### src/rtl/pitch_ol_select_if.sv
// Bus between the open-loop pitch sequencer and its environment: lag-maximum
// unit handshake, shared multiplier/subtractor operands, and search control.
interface pitch_ol_select_if;
  logic        start;
  logic [11:0] signal;
  logic [15:0] L_frame;
  logic        lag_start;
  logic [11:0] lag_signal;
  logic [15:0] lag_L_frame;
  logic [15:0] lag_max;
  logic [15:0] lag_min;
  logic        lag_done;
  logic [15:0] cor_max_in;
  logic [15:0] p_max_in;
  logic [15:0] mult_a;
  logic [15:0] mult_b;
  logic [15:0] mult_in;
  logic [15:0] sub_a;
  logic [15:0] sub_b;
  logic [15:0] sub_in;
  logic [15:0] T_op;
  logic        done;

  modport master (
    input  start, signal, L_frame, lag_done, cor_max_in, p_max_in, mult_in, sub_in,
    output lag_start, lag_signal, lag_L_frame, lag_max, lag_min,
           mult_a, mult_b, sub_a, sub_b, T_op, done
  );

  modport slave (
    output start, signal, L_frame, lag_done, cor_max_in, p_max_in, mult_in, sub_in,
    input  lag_start, lag_signal, lag_L_frame, lag_max, lag_min,
           mult_a, mult_b, sub_a, sub_b, T_op, done
  );
endinterface

### src/rtl/pitch_ol_select.sv
// Open-loop pitch sequencer: runs the lag-maximum unit over three lag ranges,
// then applies the small-lag preference to choose T_op.
module pitch_ol_select #(
  parameter logic [15:0] THRESHPIT = 16'd27853,
  parameter logic [15:0] R1_MAX    = 16'd143,
  parameter logic [15:0] R1_MIN    = 16'd80,
  parameter logic [15:0] R2_MAX    = 16'd79,
  parameter logic [15:0] R2_MIN    = 16'd40,
  parameter logic [15:0] R3_MAX    = 16'd39,
  parameter logic [15:0] R3_MIN    = 16'd20
) (
  input logic               clk,
  input logic               reset,
  pitch_ol_select_if.master bus
);

  typedef enum logic [3:0] {
    IDLE, L1S, L1W, L2S, L2W, L3S, L3W, C2, C3, FIN
  } state_t;

  state_t      state_reg, state_next;
  logic [15:0] max_reg [3];
  logic [15:0] p_reg   [3];
  logic [15:0] t_op_reg;

  logic        lag_start, done;
  logic [15:0] lag_max, lag_min, mult_a, mult_b, sub_a, sub_b;
  logic [2:0]  cap;
  logic        sel2, ld_top;
  logic        sub_pos;

  // Strictly positive: sign clear and not zero, so a tie keeps the longer lag.
  assign sub_pos = !bus.sub_in[15] && (bus.sub_in != 16'd0);

  always_comb begin
    state_next = state_reg;
    lag_start  = 1'b0;
    lag_max    = 16'd0;
    lag_min    = 16'd0;
    mult_a     = 16'd0;
    mult_b     = 16'd0;
    sub_a      = 16'd0;
    sub_b      = 16'd0;
    done       = 1'b0;
    cap        = 3'b000;
    sel2       = 1'b0;
    ld_top     = 1'b0;
    case (state_reg)
      IDLE: if (bus.start) state_next = L1S;
      L1S: begin
        lag_start  = 1'b1;
        lag_max    = R1_MAX;
        lag_min    = R1_MIN;
        state_next = L1W;
      end
      L1W: begin
        lag_max = R1_MAX;
        lag_min = R1_MIN;
        if (bus.lag_done) begin
          cap[0]     = 1'b1;
          state_next = L2S;
        end
      end
      L2S: begin
        lag_start  = 1'b1;
        lag_max    = R2_MAX;
        lag_min    = R2_MIN;
        state_next = L2W;
      end
      L2W: begin
        lag_max = R2_MAX;
        lag_min = R2_MIN;
        if (bus.lag_done) begin
          cap[1]     = 1'b1;
          state_next = L3S;
        end
      end
      L3S: begin
        lag_start  = 1'b1;
        lag_max    = R3_MAX;
        lag_min    = R3_MIN;
        state_next = L3W;
      end
      L3W: begin
        lag_max = R3_MAX;
        lag_min = R3_MIN;
        if (bus.lag_done) begin
          cap[2]     = 1'b1;
          state_next = C2;
        end
      end
      C2: begin
        mult_a     = max_reg[1];
        mult_b     = THRESHPIT;
        sub_a      = bus.mult_in;
        sub_b      = max_reg[0];
        sel2       = sub_pos;
        state_next = C3;
      end
      C3: begin
        mult_a     = max_reg[2];
        mult_b     = THRESHPIT;
        sub_a      = bus.mult_in;
        sub_b      = max_reg[0];
        ld_top     = 1'b1;
        state_next = FIN;
      end
      FIN: begin
        done       = 1'b1;
        state_next = IDLE;
      end
      default: state_next = IDLE;
    endcase
  end

  always_ff @(posedge clk or negedge reset) begin
    if (!reset) begin
      state_reg <= IDLE;
      t_op_reg  <= 16'd0;
      for (int i = 0; i < 3; i++) begin
        max_reg[i] <= 16'd0;
        p_reg[i]   <= 16'd0;
      end
    end else begin
      state_reg <= state_next;
      for (int i = 0; i < 3; i++) begin
        if (cap[i]) begin
          max_reg[i] <= bus.cor_max_in;
          p_reg[i]   <= bus.p_max_in;
        end
      end
      if (sel2) begin
        max_reg[0] <= max_reg[1];
        p_reg[0]   <= p_reg[1];
      end
      if (ld_top) t_op_reg <= sub_pos ? p_reg[2] : p_reg[0];
    end
  end

  assign bus.lag_start   = lag_start;
  assign bus.lag_signal  = bus.signal;
  assign bus.lag_L_frame = bus.L_frame;
  assign bus.lag_max     = lag_max;
  assign bus.lag_min     = lag_min;
  assign bus.mult_a      = mult_a;
  assign bus.mult_b      = mult_b;
  assign bus.sub_a       = sub_a;
  assign bus.sub_b       = sub_b;
  assign bus.T_op        = t_op_reg;
  assign bus.done        = done;

endmodule

### src/flat_wrapper.sv
// flat-port wrapper written by rule: the top's interface ports become plain ports
module pitch_ol_select_flat 
#(
  parameter logic [15:0] THRESHPIT = 16'd27853,
  parameter logic [15:0] R1_MAX    = 16'd143,
  parameter logic [15:0] R1_MIN    = 16'd80,
  parameter logic [15:0] R2_MAX    = 16'd79,
  parameter logic [15:0] R2_MIN    = 16'd40,
  parameter logic [15:0] R3_MAX    = 16'd39,
  parameter logic [15:0] R3_MIN    = 16'd20
)
  (clk, reset, bus_start, bus_signal, bus_L_frame, bus_lag_done, bus_cor_max_in, bus_p_max_in, bus_mult_in, bus_sub_in, bus_lag_start, bus_lag_signal, bus_lag_L_frame, bus_lag_max, bus_lag_min, bus_mult_a, bus_mult_b, bus_sub_a, bus_sub_b, bus_T_op, bus_done);
  pitch_ol_select_if bus_i ();
  input logic clk;
  input logic reset;
  input wire logic [$bits(bus_i.start)-1:0] bus_start;
  input wire logic [$bits(bus_i.signal)-1:0] bus_signal;
  input wire logic [$bits(bus_i.L_frame)-1:0] bus_L_frame;
  input wire logic [$bits(bus_i.lag_done)-1:0] bus_lag_done;
  input wire logic [$bits(bus_i.cor_max_in)-1:0] bus_cor_max_in;
  input wire logic [$bits(bus_i.p_max_in)-1:0] bus_p_max_in;
  input wire logic [$bits(bus_i.mult_in)-1:0] bus_mult_in;
  input wire logic [$bits(bus_i.sub_in)-1:0] bus_sub_in;
  output wire logic [$bits(bus_i.lag_start)-1:0] bus_lag_start;
  output wire logic [$bits(bus_i.lag_signal)-1:0] bus_lag_signal;
  output wire logic [$bits(bus_i.lag_L_frame)-1:0] bus_lag_L_frame;
  output wire logic [$bits(bus_i.lag_max)-1:0] bus_lag_max;
  output wire logic [$bits(bus_i.lag_min)-1:0] bus_lag_min;
  output wire logic [$bits(bus_i.mult_a)-1:0] bus_mult_a;
  output wire logic [$bits(bus_i.mult_b)-1:0] bus_mult_b;
  output wire logic [$bits(bus_i.sub_a)-1:0] bus_sub_a;
  output wire logic [$bits(bus_i.sub_b)-1:0] bus_sub_b;
  output wire logic [$bits(bus_i.T_op)-1:0] bus_T_op;
  output wire logic [$bits(bus_i.done)-1:0] bus_done;
  assign bus_i.start = bus_start;
  assign bus_i.signal = bus_signal;
  assign bus_i.L_frame = bus_L_frame;
  assign bus_i.lag_done = bus_lag_done;
  assign bus_i.cor_max_in = bus_cor_max_in;
  assign bus_i.p_max_in = bus_p_max_in;
  assign bus_i.mult_in = bus_mult_in;
  assign bus_i.sub_in = bus_sub_in;
  assign bus_lag_start = bus_i.lag_start;
  assign bus_lag_signal = bus_i.lag_signal;
  assign bus_lag_L_frame = bus_i.lag_L_frame;
  assign bus_lag_max = bus_i.lag_max;
  assign bus_lag_min = bus_i.lag_min;
  assign bus_mult_a = bus_i.mult_a;
  assign bus_mult_b = bus_i.mult_b;
  assign bus_sub_a = bus_i.sub_a;
  assign bus_sub_b = bus_i.sub_b;
  assign bus_T_op = bus_i.T_op;
  assign bus_done = bus_i.done;
  pitch_ol_select #(.THRESHPIT(THRESHPIT), .R1_MAX(R1_MAX), .R1_MIN(R1_MIN), .R2_MAX(R2_MAX), .R2_MIN(R2_MIN), .R3_MAX(R3_MAX), .R3_MIN(R3_MIN)) u_core (.clk(clk), .reset(reset), .bus(bus_i));
endmodule
### config.mk
export PLATFORM = sky130hd
export DESIGN_NAME = pitch_ol_select_flat
export DESIGN_NICKNAME = d
export VERILOG_FILES = /design/src/rtl/pitch_ol_select_if.sv /design/src/rtl/pitch_ol_select.sv /design/src/flat_wrapper.sv
export SDC_FILE = /design/constraint.sdc
export NUM_CORES = 1
export LEC_CHECK = 0
export CAP_MARGIN = 30
export CORE_ASPECT_RATIO = 0.9
export CORE_UTILIZATION = 40
export CTS_CLUSTER_DIAMETER = 80
export CTS_CLUSTER_SIZE = 20
export DETAILED_ROUTE_END_ITERATION = 6
export HOLD_SLACK_MARGIN = 0.06
export PLACE_DENSITY = 0.75
export SYNTH_ARGS = -nofsm -noshare
export SYNTH_HDL_FRONTEND = slang
export SYNTH_SLANG_ARGS = --single-unit
### constraint.sdc
create_clock -name clk -period 2.2 [get_ports clk]
set_input_delay 0.44 -clock clk [delete_from_list [all_inputs] [get_ports clk]]
set_output_delay 0.44 -clock clk [all_outputs]
set_load 0.05 [all_outputs]
==> results.md <==
- Boundary Pins: roughly 240
- Data required time at the worst endpoint: 1.76 ns
- Initial cell density of the core: about two fifths
- Clock tree skew after final layout: 0.0109 ns
- Total Routed Length: 15.3 mm
- Failing checks: negative setup slack
- Number of cells after detailed placement: 805
- Violation count after the first detailed-route iteration: ~230
- Maximum clock insertion buffer count: 2
- Area inside the core boundary: between 0.01 and 0.015 mm2
- Number of levels in the clock H-tree: 4
- HPWL after detailed placement: 10.1 mm
- Cell family contributing the most delay on the critical path: buffers and inverters
- Internal: around 8.1 mW
- IR drop worst, VDD: 0.841 mV
- Final setup viols: 67
- Routed wire length per instance: around 18 um
- Master cell of the clock root buffer: sky130_fd_sc_hd__clkbuf_16
- Last weighted congestion value of the routability-driven placer: around 0.74
- Reg2reg start: u_core.state_reg[1]
- Synth Warn #: 0
- Share of the cycle needed by the critical path after routing: 107%
- Height of the chip: around 120 um
- Final routed DRC violation total: 0
- Combined global-route utilization of all metal layers: 21.1%
- #FFs+latches synth: about 120
- Total area of multi-input combinational cells: ~0.0025 mm2
- Result of the run: finished, violations left
- Final period demand of the worst path: 2.35 ns
- Cell type of the slowest stage on the worst timing path: sky130_fd_sc_hd__dfrtp_1
- Number of optimization iterations in the first detailed-route pass: 4
- Commonest cells after routing, fill and taps aside: sky130_fd_sc_hd__dfrtp_1 (113), sky130_fd_sc_hd__clkdlybuf4s50_1 (82), sky130_fd_sc_hd__buf_12 (78)
- Proportion of synthesized flip-flops having asynchronous set or reset: 100%
- Number of standard cells in the final layout excluding fillers: around 850
- Switching Share: between 30% and 40%
- Data arrival, critical path: ~1.9 ns
- Leakage power total: roughly 3.9 nW
- End of the worst register-to-register path: u_core.p_reg[39]
- Die X-Extent: between 100 and 150 um
- Number of enable-type register cells in the synthesized netlist: 0
- Mean instance size in the synthesized netlist: 11.4 um2
- Ordered cell list for the critical path: buf_6 > nand2_2 > nor2_4 > or2_4 > buf_16 > buf_12 > buf_12
- Number of inserted filler cells in the final layout: 1,066
- Floorplan row count: slightly above 40
- Met2 routing resource usage after global routing: between 30% and 40%
- Detailed-route via count: roughly 4,300
- Areal power density over the cells: between 1000 and 1500 mW/mm2
- Layout-stage area growth over the synthesis result: 52.5%
- Final Hold Violating Endpoints: 0
- Vias in the first global route: about 4,500
- Grt ovf: 0
- PortBufs: 154
- Count of maximum capacitance violations: 0
- Clock input transition at the sequential cells of the worst setup and hold paths: roughly 0.050 ns
- Later-pin clock latency in the skew report: 0.41 ns
- Number of nets with antenna violations after routing: 0
- Register-to-Register Setup Slack: between 0.2 and 0.25 ns
- CTS Buf Count: 17
- Met1 routing resource usage after global routing: around a quarter
- Relative contribution of the clock network to total power: 19.2%
- Number of distinct library cells after synthesis: 32
- Clock tree from TritonCTS: yes
- Via density per instance: approximately 5
- Pin count of the biggest net entering global routing: around 70
- Sequential power share: 29.0%
- Most common flop cell mapped by yosys: sky130_fd_sc_hd__dfrtp_1
- Combinational group share of total power: ~52%
- Peak-usage layer in the global routing report: met2
- Share of cells above drive strength 1: 36.0%
- Type of destination of the critical path: primary output
- Post-Syn Area: about 0.006 mm2
- Worst Hold Class: input port to async pin
- Type of the worst setup path: flip-flop to primary output
- CP startpoint kind: flip-flop
- Fin Hold WS: about 0.44 ns
- Post-Synthesis Cells: 513
- Maximum fanout count along the critical path: 8
- Power dissipated by switching net loads: between 5 and 6 mW
- Count of pins over their slew limit: 0
- Setup slack after layout: -0.148 ns
- Worst reg-to-reg path cell count: 8
- Final net count: 742
- Antenna cell count: 0
- First-pass GRT wire length: 23.8 mm
- Initial antenna violation count: 0
- Buffers & Inverters on Critical Path: 4
- Sequential cell area: approximately 0.0029 mm2
- Cell with the most instances on the worst path: sky130_fd_sc_hd__buf_12
- PnR Total Power: approximately 13 mW
- Worst slew margin relative to its limit: a little over 60%
- Number of clock sinks seen by CTS: ~120
- Sequential fraction of the synthesis area: 49.6%
- Delay of the slowest critical-path stage: between 0.4 and 0.5 ns
- Max Clock Freq: approximately 430 MHz
- Met3 Track Usage GR: under 10%
- Unrepaired setup endpoints after global routing: true
- Pin slew with the least headroom to its limit: between 0.5 and 0.6 ns
- Area of the die: roughly 0.015 mm2
- Leading cell type in the layout, fill and taps excluded: sky130_fd_sc_hd__dfrtp_1
[final cells by class]
type	instances	share of cell area [%]
well taps	193	2.70
multi-input cells	315	28.2
inverters	4	0.224
clock buffers	22	4.98
clock inverters	10	1.22
flip-flops and latches	116	32.6
repair buffers	192	30.1
[cell families after synthesis]
logic type / synth area share (%)
flip-flops: 49.6
multiplexers: 20.5
buffers and inverters: 12.6
AND/OR/NAND/NOR: 9.89
AO/OA/AOI/OAI: 7.24
XOR/XNOR: 0.150
other: 0.0640
[metal layers]
layer / vias to the layer above / share of wire, % / wire (um)
met4: 0 / 1.8 / 278
met5: - / 0 / 0
met3: 29 / 6.1 / 925
met2: 158 / 53 / 8120
met1: 2184 / 39 / 5960
li1: 1961 / - / -
[metrics by stage]
step	area [um2]	utilization [%]	setup TNS [ns]	setup slack, ns
after floorplan	5970	-	0	0.0395
after global placement	8020	56.7	0	0.00334
after detailed placement	8020	56.7	-0.0992	-0.0540
after CTS	8860	62.6	-4.25	-0.108
after global routing	8930	63.1	-10.76	-0.195
final	8930	63.1	-7.28	-0.148
[worst max path at each step]
stage                              startpoint                  to  slack [ns]  depth (start not counted)
after global placement         bus_sub_in[10]  u_core.bus.T_op[1]       0.003                          6
final                     u_core.state_reg[1]      bus_mult_b[13]       -0.15                          7
after detailed placement       bus_sub_in[10]    u_core.p_reg[37]       -0.05                          6
after CTS                 u_core.state_reg[2]      bus_mult_b[13]       -0.11                          7
after global routing      u_core.state_reg[1]       bus_mult_a[3]       -0.19                          5
after floorplan           u_core.state_reg[1]       bus_lag_start        0.04                          2
[synth_stat cells (2+ instances only)]
cell type	instances	share of area, %
sky130_fd_sc_hd__mux2i_1	48	8.2
sky130_fd_sc_hd__inv_1	4	0.26
sky130_fd_sc_hd__dfrtp_1	116	50
sky130_fd_sc_hd__and3_1	2	0.21
sky130_fd_sc_hd__nor4_1	4	0.43
sky130_fd_sc_hd__buf_4	71	9.1
sky130_fd_sc_hd__a21oi_1	17	1.5
sky130_fd_sc_hd__nand3_1	32	2.7
sky130_fd_sc_hd__nor2_1	21	1.3
sky130_fd_sc_hd__mux2_2	44	8.5
sky130_fd_sc_hd__buf_2	15	1.3
sky130_fd_sc_hd__nand3b_1	3	0.38
sky130_fd_sc_hd__and2_1	33	3.5
sky130_fd_sc_hd__nand2_1	2	0.13
sky130_fd_sc_hd__mux2_1	20	3.8
sky130_fd_sc_hd__o21ai_0	22	1.9
sky130_fd_sc_hd__buf_6	6	1.2
sky130_fd_sc_hd__o21ai_1	13	1.1
sky130_fd_sc_hd__or2_2	2	0.21
sky130_fd_sc_hd__a22o_1	16	2.4
sky130_fd_sc_hd__clkbuf_1	11	0.71
[timing repair]
item	in CTS	in global routing
setup buffers	8	4
gates resized for setup	58	8
endpoints found under the hold margin	15	0
hold buffers	1	0
endpoints found under the setup margin	68	69
pin swaps	34	3
cloned	3	0
[power groups by stage]
stage	combinational, mW	sequential, mW	clock (mW)
2_1_floorplan	3.68	4.12	0
3_3_place_gp	6.20	3.81	0
5_1_grt	7.28	4.00	2.74
6_report	6.93	3.88	2.57
4_1_cts	6.80	3.85	2.61
3_5_place_dp	6.34	3.86	0
Note: power is estimated with default switching activity, not from simulation.
==> variant 1, RTL diff (same flow settings) <==
Make the reset (`reset`) synchronous in one clocked block.
--- a/src/rtl/pitch_ol_select.sv
+++ b/src/rtl/pitch_ol_select.sv
@@ -115,3 +115,3 @@
 
-  always_ff @(posedge clk or negedge reset) begin
+  always_ff @(posedge clk) begin
     if (!reset) begin
Check against the original RTL: differs if reset is asserted again (counterexample within 4 cycles, from zero or initial values and one cycle with reset low); with reset held inactive, the same outputs for 10 cycles.
==> variant 1 against the unedited design <==
- the run ends with DRC, setup timing left
- hold slack improved by 0.086 ns
- final area decreased by 4.1%
- setup slack improved by 0.078 ns
- sequential cell count unchanged
- global-route usage decreased by 1.6 points
- area after synthesis decreased by 6.7%
- routed wire length decreased by 9.5%
- utilization increased by 1.3 points
- register-to-register slack got worse by 0.14 ns
- critical endpoint is now bus_sub_b[8]
- largest cell class unchanged
Power is not compared: it rests on default switching activity, and its combinational part moved more than twofold at a synthesized area within 25%.
==> variant 1: results <==
[yosys]
synthCells = 413
synthAdderAreaFrac_pct = 0
yosys_most_used_dff = edfxtp_1
synth_commonest_cells = edfxtp_1 (96), buf_4 (70), and2_1 (46)
synth_mux_area_share_pct = 2.932
async_reset_ff_share_pct = 0
synth_edf_count = 96
synth_cell_types = 38
synth.area.top_cells = edfxtp_1 (53%), buf_4 (9.6%), dfxtp_1 (7.3%)
synthXorXnorAreaFrac_pct = 0.3207
ys_seq_area_share_pct = 60.11
synth-compound-area-share_pct = 11.48

[drt]
drtIter0Drc = 170
drtPass1Iterations = 7
vias_per_cell = 4.930
drc = 38
routedWlPerCell_um = 18.89

[worst_setup_path]
path_max_fanout = 10
crit_start = u_core.state_reg[3]
r2r-start = u_core.state_reg[0]
slowest_delay_ns = 0.37
cp_top_family = simple AND/OR/NAND/NOR gates
worstPathArrival_ns = 1.83

[global_routing]
grt_pass1_wl_mm = 20.78
grt_pass1_vias = 3677
grt.total_usage_pct = 19.58

[min_path]
min_path_type = reg2reg

[timing]
finalWorstSetupSlack_ns = -0.06999
setup-tns-final_ns = -1.022
max_slew_margin_pct = 65.84
setup_viol = 37
fin_worst_skew_ns = 0.01026

[place]
dpl.hpwl_mm = 9.583
placed_area_um2 = 7702
gp_congestion = 0.8096
dpl_worst_slack_ns = -0.2421
place_inst = 692

[power]
p_leak_nw = 3.466

[layout]
drive_above_1_share_pct = 38.83
stdcell_count = 732
num-fill-cells = 915
fin_nets = 647

[run_status]
status = finished, violations left
violations = DRC, setup timing
[variant 1: final cells by class]
cell class	count	area, um2	area share (%)
multi-input combinational	226	1805	21.09
clock inverter	15	168.9	1.973
sequential	116	3293	38.46
tap	168	210.2	2.455
inverter	3	13.76	0.1607
timing repair buffer	187	2645	30.89
clock buffer	17	425.4	4.969
[variant 1: path summary, 6_finish.rpt]
path | slack, ns | cells after the start | to
setup reg to reg | 0.07 | 6 | u_core.max_reg[0][3]
hold reg to reg | 0.52 | 1 | u_core.p_reg[0][1]
hold / removal | 0.52 | 1 | u_core.p_reg[0][1]
setup / recovery | -0.07 | 6 | bus_sub_b[8]
[variant 1: timing repair]
action | 4_1_cts | 5_1_grt
buffers inserted | 2 | 4
endpoints found under the setup margin | 66 | 65
pin swaps | 2 | 15
cloned | 0 | 2
hold endpoints to repair | 0 | 0
resized for setup | 23 | 40
[variant 1: per-layer routing]
metal	global-route usage, %	part of all wire [%]
met5	0	0
met4	8.293	2.2
met3	4.444	5.3
met2	36.50	56
met1	21.49	37
==> variant 2, RTL diff (config.mk and constraints unchanged) <==
Made on the original files. `R1_MIN` is set to 16'd80 in 2 places; all go to 16'd64.
--- a/src/rtl/pitch_ol_select.sv
+++ b/src/rtl/pitch_ol_select.sv
@@ -5,3 +5,3 @@
   parameter logic [15:0] R1_MAX    = 16'd143,
-  parameter logic [15:0] R1_MIN    = 16'd80,
+  parameter logic [15:0] R1_MIN    = 16'd64,
   parameter logic [15:0] R2_MAX    = 16'd79,
--- a/src/flat_wrapper.sv
+++ b/src/flat_wrapper.sv
@@ -5,3 +5,3 @@
   parameter logic [15:0] R1_MAX    = 16'd143,
-  parameter logic [15:0] R1_MIN    = 16'd80,
+  parameter logic [15:0] R1_MIN    = 16'd64,
   parameter logic [15:0] R2_MAX    = 16'd79,
Behaviour: not the same (a bounded check fails within 4 cycles, from zero or initial values and one cycle with reset low).
==> variant 2 against the unedited design <==
- the run still ends with setup timing left
- routed wire length rose by 6.1%
- maximum frequency rose by 0.44%
- final area fell by 0.22%
- sequential cell count did not move
- first-iteration DRC count rose by 11%
- sequential power fell by 1%
- combinational power fell by 6.5%
- setup slack improved by 0.010 ns
- clock skew fell by 0.0044 ns
- register-to-register slack improved by 0.13 ns
- total power fell by 0.50%
- area after synthesis fell by 0.11%
==> variant 2: results <==
[yosys]
synth_commonest_cells = dfrtp_1 (116), buf_4 (76), mux2_2 (63)
synth.area.top_cells = dfrtp_1 (50%), mux2_2 (12%), buf_4 (9.8%)
synth_cell_types = 33

[power]
p_leak_nw = 3.764
irDropWorstVdd_v = 0.0008358
power.density_nw_per_um2 = 1495

[layout]
num-fill-cells = 1045
fin_nets = 732
drive_above_1_share_pct = 38.67

[global_routing]
grtUsageMet3_pct = 5.405
grt.total_usage_pct = 22.55
gr-usage-met2_pct = 40.36
grt_use_met1_pct = 26.27
grt_max_degree = 117
grt_pass1_vias = 4543

[timing]
fin_worst_skew_ns = 0.006500
setup_viol = 64
finalWorstSetupSlack_ns = -0.1373

[drt]
m1WireLength_mm = 6.313
routedWlPerCell_um = 19.26
wl_met3_um = 936
wl_met2_mm = 8.603

[clock_network]
post_cts_resized = 54

[run_status]
violations = setup timing
status = finished, violations left

[place]
place_inst = 796
dpl.hpwl_mm = 10.12
placed_area_um2 = 7943
gp_congestion = 0.7934

[worst_setup_path]
path_max_fanout = 5
variant 2: cell types whose count changed after synthesis, moves of 3 or more:
cell,change
buf_4,+5
inv_1,-3
mux2_1,-19
mux2_2,+19
nand3b_1,-3
nor2_1,-3
o21ai_0,-19
o21ai_1,+17
variant 2: metrics by stage:
stage               setup TNS, ns  worst slack, ns  power, mW  hold WS [ns]
finish                     -7.426          -0.1373      13.32       0.09778
global route               -10.57          -0.1791      13.90        0.1478
CTS                        -8.456          -0.1622      13.33        0.1423
detailed placement        -0.4405         -0.04152      9.915        0.4933
global placement                0          0.03081      9.683        0.4663
floorplan                -0.08113         -0.02160      7.716        0.1444
variant 2: area by class of cell:
cell class,count,area share [%]
sequential,116,32.62
multi-input combinational,321,28.66
timing repair buffer,178,28.57
clock buffer,24,5.745
tap,193,2.711
clock inverter,8,1.615
inverter,2,0.08428
variant 2: worst paths after layout:
check                      slack, ns  cells after the start           startpoint                   to
max                            -0.14                      5  u_core.state_reg[2]        bus_sub_a[10]
max in group asynchronous       1.62                      2                reset   u_core.max_reg[46]
max reg2reg                     0.34                      6  u_core.state_reg[0]     u_core.p_reg[36]
min                              0.1                      2                reset      u_core.p_reg[5]
min reg2reg                     0.50                      1  u_core.state_reg[0]  u_core.state_reg[0]
min in group clk                0.50                      1  u_core.state_reg[0]  u_core.state_reg[0]
variant 2: kinds of logic after synthesis:
family,Yosys count,share of synthesized area [%]
buf+inv,106,12.49
other cells,1,0.06411
simple gates,104,9.989
xor+xnor,1,0.1498
mux,112,20.53
flops,116,49.63
compound gates,70,7.144
variant 2: power breakdown:
part           switching [mW]  internal, mW
logic                    3.45          3.03
registers               0.648          3.18
clock network           0.934          2.07
